--- src/rtl/fadd_pkg.sv ---
// Shared width limit, word type and a golden {cout,sum} function for full_adder.
package fadd_pkg;

  localparam int FADD_MAX_WIDTH = 64;

  typedef logic [FADD_MAX_WIDTH-1:0] fadd_word_t;

  // Result layout: bits [width-1:0] are the sum, bit [width] is the carry-out.
  function automatic logic [FADD_MAX_WIDTH:0] fadd_ref(input fadd_word_t a,
                                                       input fadd_word_t b,
                                                       input logic cin,
                                                       input int unsigned width);
    logic [FADD_MAX_WIDTH:0] mask;
    logic [FADD_MAX_WIDTH:0] total;
    mask  = ({{FADD_MAX_WIDTH{1'b0}}, 1'b1} << width) - 1'b1;
    total = ({1'b0, a} & mask) + ({1'b0, b} & mask) + {{FADD_MAX_WIDTH{1'b0}}, cin};
    return total;
  endfunction

endpackage

--- src/rtl/fadd_cell.sv ---
// Combinational 1-bit full adder leaf cell; zero latency, no flow control.
module fadd_cell (
  input  logic a,
  input  logic b,
  input  logic ci,
  output logic s,
  output logic co
);

  assign s  = a ^ b ^ ci;
  assign co = (a & b) | (a & ci) | (b & ci);

endmodule

--- src/rtl/full_adder.sv ---
// Registered ripple-carry adder, 1-cycle latency, no backpressure (one result per valid cycle).
// Optional signed-overflow output ovf when FADD_OVF_EN is defined.
module full_adder
  import fadd_pkg::*;
#(
  parameter int WIDTH = 1
) (
  input  logic             clk,
  input  logic             rst_n,
  input  logic             in_valid,
  input  logic [WIDTH-1:0] a,
  input  logic [WIDTH-1:0] b,
  input  logic             cin,
  output logic             out_valid,
  output logic [WIDTH-1:0] sum,
  output logic             cout
`ifdef FADD_OVF_EN
  ,
  output logic             ovf
`endif
);

  localparam bit WIDTH_OK = (WIDTH >= 1) && (WIDTH <= FADD_MAX_WIDTH);

  logic [WIDTH:0]   carry;
  logic [WIDTH-1:0] sum_c;

  assign carry[0] = cin;

  for (genvar i = 0; i < WIDTH; i++) begin : g_cell
    fadd_cell u_cell (
      .a  (a[i]),
      .b  (b[i]),
      .ci (carry[i]),
      .s  (sum_c[i]),
      .co (carry[i+1])
    );
  end

  logic [WIDTH-1:0] sum_q, sum_d;
  logic             cout_q, cout_d;
  logic             vld_q, vld_d;
`ifdef FADD_OVF_EN
  logic             ovf_q, ovf_d;
`endif

  // Enable-gated capture keeps X on idle operands out of the result registers.
  always_comb begin
    sum_d  = sum_q;
    cout_d = cout_q;
    vld_d  = in_valid && WIDTH_OK;
`ifdef FADD_OVF_EN
    ovf_d  = ovf_q;
`endif
    if (in_valid) begin
      sum_d  = sum_c;
      cout_d = carry[WIDTH];
`ifdef FADD_OVF_EN
      ovf_d  = carry[WIDTH-1] ^ carry[WIDTH];
`endif
    end
  end

  always_ff @(posedge clk) begin
    if (!rst_n) begin
      sum_q  <= '0;
      cout_q <= 1'b0;
      vld_q  <= 1'b0;
`ifdef FADD_OVF_EN
      ovf_q  <= 1'b0;
`endif
    end else begin
      sum_q  <= sum_d;
      cout_q <= cout_d;
      vld_q  <= vld_d;
`ifdef FADD_OVF_EN
      ovf_q  <= ovf_d;
`endif
    end
  end

  assign sum       = sum_q;
  assign cout      = cout_q;
  assign out_valid = vld_q;
`ifdef FADD_OVF_EN
  assign ovf       = ovf_q;
`endif

endmodule

--- config.mk ---
export PLATFORM = sky130hd
export DESIGN_NAME = full_adder
export DESIGN_NICKNAME = d
export VERILOG_FILES = /design/src/rtl/fadd_pkg.sv /design/src/rtl/fadd_cell.sv /design/src/rtl/full_adder.sv
export SDC_FILE = /design/constraint.sdc
export NUM_CORES = 1
export LEC_CHECK = 0
export ABC_AREA = 1
export BUFFER_PORTS_ARGS = -buffer_cell sky130_fd_sc_hd__buf_4
export CAP_MARGIN = 20
export CORE_AREA = 2 2 39 41
export DETAILED_ROUTE_END_ITERATION = 6
export DIE_AREA = 0 0 41 43
export SLEW_MARGIN = 25
export SYNTH_ARGS = -nofsm -noshare
export SYNTH_HDL_FRONTEND = slang
export SYNTH_SLANG_ARGS = --single-unit
--- constraint.sdc ---
create_clock -name clk -period 1 [get_ports clk]
set_input_delay 0.15 -clock clk [delete_from_list [all_inputs] [get_ports clk]]
set_output_delay 0.15 -clock clk [all_outputs]
set_load 0.05 [all_outputs]
* Yosys cells after proc, flatten, opt, wreduce, memory -nomap -nowiden
Index checks and enable logic that the tools add are counted.
Storage, ports and cells: flip-flop bits (word level) 3, bits of input ports 6, output and inout port bits 3, logic and storage cells 10
Cells by class: bitwise logic cells 7
Operators by type and width (number):
- bitwise AND 1 bit | 3
- bitwise OR 1 bit | 2
- bitwise XOR 1 bit | 2

* Logic depth before layout (Yosys ltp)
Gate-level depths: netlist of run 1.
word-level depth 3, gate-level depth with buffers 5

* Cells and area by module
Synthesis of run 1 repeated with hierarchy kept, for this count alone.
Second synthesis, totals: cell total of the unflattened synthesis 16, area, all modules 125.1 µm²
Modules (own cells, without submodules):
- full_adder | instances 1, cells each 15, area an instance 105.1 µm², seq. area each 60.1 µm²
- fadd_cell | instances 1, cells each 1, area an instance 20.0 µm², seq. area each 0.0 µm²

* Worst setup path before layout of run 1
Ideal clock, no wire load.
path type in2reg, from input a, to register sum_q (netlist: sum), library setup time 64 ps, data arrival time 839 ps, path slack 97 ps, stages 5, buffers on the path 0, path through fa_1 -> inv_1 -> nand2_1 -> nand2_1 -> nor2_1
Between the ends: cells in the longest elaborated chain, start to end 2
RTL lines:
- start, declared | line full_adder.sv:11 | input logic [WIDTH-1:0] a,
- bitwise XOR 1 bit (2 in a row) | line fadd_cell.sv:10 | assign s = a ^ b ^ ci;
- end signal, assigned | line full_adder.sv:73 | sum_q <= sum_d;
- end, declared | line full_adder.sv:40 | logic [WIDTH-1:0] sum_q, sum_d;
No other way between the ends. A chain may end at the register's enable or synchronous reset.

* Final worst setup path of run 1
from register sum_q (netlist: sum), to output sum
RTL lines:
- end, declared | line full_adder.sv:15 | output logic [WIDTH-1:0] sum,
No word-level cell between the ends.

==> results.toml, run 1 <==
[clocking]
cts_buffers = 3
cts-root-buf = "clkbuf_4"
tritoncts = "yes"
cts.clk_slew.worst_paths_ns = 0.04
cts_buffer_depth = 2
clock_sinks = 3
h-tree-depth = 1
cts_hold_buf = 0
post-cts-setup-buffer-count = 0
cts_resized = 0
insertion_delay_ns = 0.23

[sta]
maxSlewViolCount = 0
finalClockSkew_ns = 0
hold_viol = 0
worst_pin_slew_ns = 0.146
fmax_ghz = 1.10
fin_ws_ns = 0.0909
rsz0062_at_grt = "no"
period_needed_ns = 0.909
maxSlewHeadroom = 0.903
period_share = 0.909
setup_viol = 0
hold_ws_ns = 0.118

[detailed_routing]
wire_per_inst_um = 6.14
routed_wl_um = 270
via_per_inst = 3.05
vias = 134
drt_iter0_drc = 0
dr.pass1.iters = 1
detail-route-antenna-nets = 0
drc_errors = 0

[final_layout]
fillers = 163
seqCellArea_um2 = 60.1
multi_input_area_um2 = 53.8
mostFrequentLayoutCell = "buf_4"
utilization = 0.167
final_cell_mix = "buf_4, nand2_1, nor2_1"
area_delta_synth_final_pct = 85.0
layout.nets = 36
n_antenna_cell = 0
final_area_um2 = 231
drive_gt1_frac = 0.393

[synth]
synth_top_area_cell = "dfxtp_1"
ys_seq_elements = 3
syn_avg_cell_area_um2 = 7.82
synth_cell_types = 5
synthDominantCellAreaShare = 0.480
synth_seq_area_share = 0.480
yosysWarnings = 0
synthCells = 16
syn_area_um2 = 125
syn-num-nets = 23
synth.area.top_cells = "dfxtp_1, fa_1, nand2_1, nor2_1, inv_1"

[worst_setup_path]
critPathLaunchType = "register"
slowest_delay_ns = 0.32
crit_chain = "buf_4"
path_class = "reg2out"
crit_required_ns = 0.85
cp.buffers_inverters = 1
critPathCaptureType = "output port"
cp.arrival_ns = 0.76
critical-path-top-delay-family = "flip-flops"
cp_max_fo = 2
critPathSlowestCell = "dfxtp_1"

[floorplan]
rows = 14
coreArea_um2 = 1380
num_io_pins = 9
die_y_um = 43
die_w_um = 41
initial_utilization = 0.0904
dieArea_um2 = 1760

[power]
power.leakage_nw = 0.126
ir_worst_vdd_v = 0.000341
powerDensity_nw_per_um2 = 1860

[run_status]
run_status = "completed"

[grt]
grt-ovfl-total = 0
grt_pass1_vias = 138
grt_pass1_wl_um = 420
grt_antenna_before_repair = 0
grt_start_max_net_pins = 6
grt_usage = 0.0411

[flow_run]
cap_viol_max_count = 0

[min_path]
hold_path.class = "in2reg"

[place]
port_buffers = 8
pre_cts_ws_ns = -0.0770
gp_congestion = 0.418
post_dp_cell_area_um2 = 205
==> power breakdown <==
group | internal, mW | switching, mW
Sequential | 0.129 | 0.00388
Clock | 0.150 | 0.0630
Combinational | 0.0330 | 0.0516
==> cell families after synthesis <==
logic type / after synthesis / synth area share
and+or+nand+nor: 9 / 0.270
DFF: 3 / 0.480
buffers and inverters: 3 / 0.0900
adders and majority gates: 1 / 0.160
==> flip-flops by register name, summed over array words and instances, names as in the netlist <==
signal,cells
cout,1
sum,1
out_valid,1
==> through the flow <==
stage	setup TNS, ns	cells	power (mW)
2_1_floorplan	0	16	0.184
3_3_place_gp	-0.0403	40	0.219
3_5_place_dp	-0.0770	40	0.221
4_1_cts	0	44	0.441
5_1_grt	0	44	0.468
6_report	0	44	0.430
==> final cells by class <==
type / instances / share of cell area
Tap cell: 16 / 0.0865
Sequential cell: 3 / 0.259
Clock buffer: 4 / 0.114
Multi-Input combinational cell: 10 / 0.232
Timing Repair Buffer: 8 / 0.259
Inverter: 3 / 0.0486
==> Yosys cell counts <==
| cell type | number |
|---|---|
| fa_1 | 1 |
| nand2_1 | 5 |
| dfxtp_1 | 3 |
| nor2_1 | 4 |
| inv_1 | 3 |
==> layer usage <==
layer | vias to the layer above | global-route usage | share of wire
li1 | 68 | - | -
met1 | 57 | 0.0160 | 0.30
met2 | 7 | 0.0750 | 0.50
met3 | 2 | 0.0157 | 0.14
met4 | 0 | 0.0600 | 0.059
met5 | - | 0 | 0
==> worst paths after layout <==
kind         startpoint   endpoint  slack [ns]  depth (start not counted)
max                 sum        sum        0.09                          1
min               rst_n  out_valid        0.12                          3
max reg2reg        cout       cout        0.45                          2
min reg2reg         sum        sum        0.48                          2
Note: power is estimated with default switching activity, not from simulation.
==> inputs of run 2 (changes only) <==
Settings changed: ABC_AREA 1 to not set.
==> run 2 against run 1 <==
- fmax shrank 1.4%
- via count decreased by 16%
- core utilization fell by 0.36 points
- clock power grew 2%
- sequential share of layout area increased by 0.57 points
- final cell count shrank 16%
==> results.toml, run 2 <==
[run_status]
run_status = "completed"

[final_layout]
mostFrequentLayoutCell = "buf_4"
area_delta_synth_final_pct = 88.5
final_cell_mix = "buf_4, clkbuf_4, dfxtp_1"
drive_gt1_frac = 0.571
fillers = 152
layout.nets = 29
n_antenna_cell = 0

[synth]
synth_seq_area_share = 0.500
synth-compound-area-share = 0
synthDominantCellAreaShare = 0.500
yosysWarnings = 0
synthXorXnorAreaFrac = 0
synth_top_area_cell = "dfxtp_1"
syn-num-nets = 16
syn_avg_cell_area_um2 = 13.3
synth-edff-count = 0
async_flop_share = 0
synth_fa_ha_area_frac = 0.167
synth-simple-area-share = 0.167
synth_cell_types = 5
synth.top_cells.by_count = "dfxtp_1, mux2i_1, nor2b_1"
synth.area.top_cells = "dfxtp_1, fa_1, mux2i_1, nor2b_1, and2_2"
ys_seq_elements = 3
synthCells = 9
syn_area_um2 = 120
synth_top_family_by_area = "simple AND/OR/NAND/NOR gates"
synth_most_common_cell = "dfxtp_1"
ys.flop_type = "dfxtp_1"
synthMuxAreaShare = 0.167

[power]
powerDensity_nw_per_um2 = 1920
power_mw = 0.434
power.leakage_nw = 0.105
ir_worst_vdd_v = 0.000743

[detailed_routing]
m1WireLength_um = 140
via_per_inst = 3.03
drc_errors = 0
highest_layer = "met3"
dr_wl_met3_um = 82
vias = 112
dr.pass1.iters = 2
routed_wl_um = 290
wire_per_inst_um = 7.84
drt_iter0_drc = 3
wl_met2_um = 67
detail-route-antenna-nets = 0

[clocking]
cts_resized = 0
h-tree-depth = 1
tritoncts = "yes"
post-cts-setup-buffer-count = 0
cts_hold_buf = 0
cts_buffer_depth = 2
cts.clk_slew.worst_paths_ns = 0.04
clock_sinks = 3
insertion_delay_ns = 0.23
cts_buffers = 3
cts-root-buf = "clkbuf_4"

[grt]
grt_antenna_before_repair = 0
grt_pass1_vias = 112
grt-ovfl-total = 0
grt_pass1_wl_um = 476
grt_usage = 0.0512
grt_start_max_net_pins = 4

[worst_setup_path]
critPathLaunchType = "register"
crit_chain = "buf_4"
cp_max_fo = 2
cp.buffers_inverters = 1
crit_cells = 1
critPathCaptureType = "output port"
cp.arrival_ns = 0.77
ff2ff_path_depth = 2
path_class = "reg2out"
critical-path-top-delay-family = "flip-flops"
critPathSlowestCell = "dfxtp_1"
crit_required_ns = 0.85
slowest_delay_ns = 0.33

[flow_run]
cap_viol_max_count = 0

[sta]
hold_viol = 0
period_needed_ns = 0.922
finalClockSkew_ns = 0
setup_viol = 0
maxSlewHeadroom = 0.918
maxSlewViolCount = 0
hold_ws_ns = 0.150
worst_pin_slew_ns = 0.120
period_share = 0.922
fin_ws_ns = 0.0775
rsz0062_at_grt = "no"
fmax_ghz = 1.08

[min_path]
holdPathStages = 2
hold_path.class = "in2reg"

[floorplan]
die_y_um = 43
coreArea_um2 = 1380
dieArea_um2 = 1760
die_w_um = 41
initial_utilization = 0.0868
rows = 14
num_io_pins = 9

[place]
pre_cts_ws_ns = -0.0487
gp_congestion = 0.588
port_buffers = 8
[run 2: cell count changes in the layout (fill, tap and decap cells not counted), sizes merged]
cell | before | now
nand2 | 5 | 0
nor2 | 4 | 0
inv | 3 | 0
mux2i | 0 | 2
nor2b | 0 | 2
and2 | 0 | 1
[run 2: worst paths after layout]
path	start	end	slack, ns
min	rst_n	sum	0.15
max	sum	sum	0.08
min reg2reg	cout	cout	0.53
max reg2reg	sum	sum	0.40
[run 2: where the power goes]
part           internal, mW  switching (mW)  leakage (nW)  total [mW]
sequential            0.129         0.00448        0.0249       0.134
clock                 0.150          0.0680        0.0150       0.218
combinational        0.0354          0.0471        0.0656      0.0825
total                 0.314           0.120         0.105       0.434
[run 2: final cells by class]
class	count	area, um2	share of cell area
timing repair buffer	8	60.1	0.265
tap	16	20.0	0.0884
sequential	3	60.1	0.265
multi-input combinational	6	60.1	0.265
clock buffer	4	26.3	0.116
[run 2: routing by layer]
metal,vias to the layer above,global-route usage
li1,53,-
met1,46,0.0609
met2,13,0.0438
met3,0,0.0942
met4,0,0
met5,-,0
[run 2: logic make-up after synthesis]
family | after synthesis
mux | 2
simple gates | 3
flops | 3
fa+ha+maj | 1
[run 2: metrics by stage]
step	utilization	area [um2]	setup TNS, ns	std cells
after floorplan	-	120	0	9
after global placement	0.145	200	-0.0284	33
after detailed placement	0.145	200	-0.0523	33
after CTS	0.164	226	0	37
after global routing	0.164	226	0	37
final	0.164	226	0	37
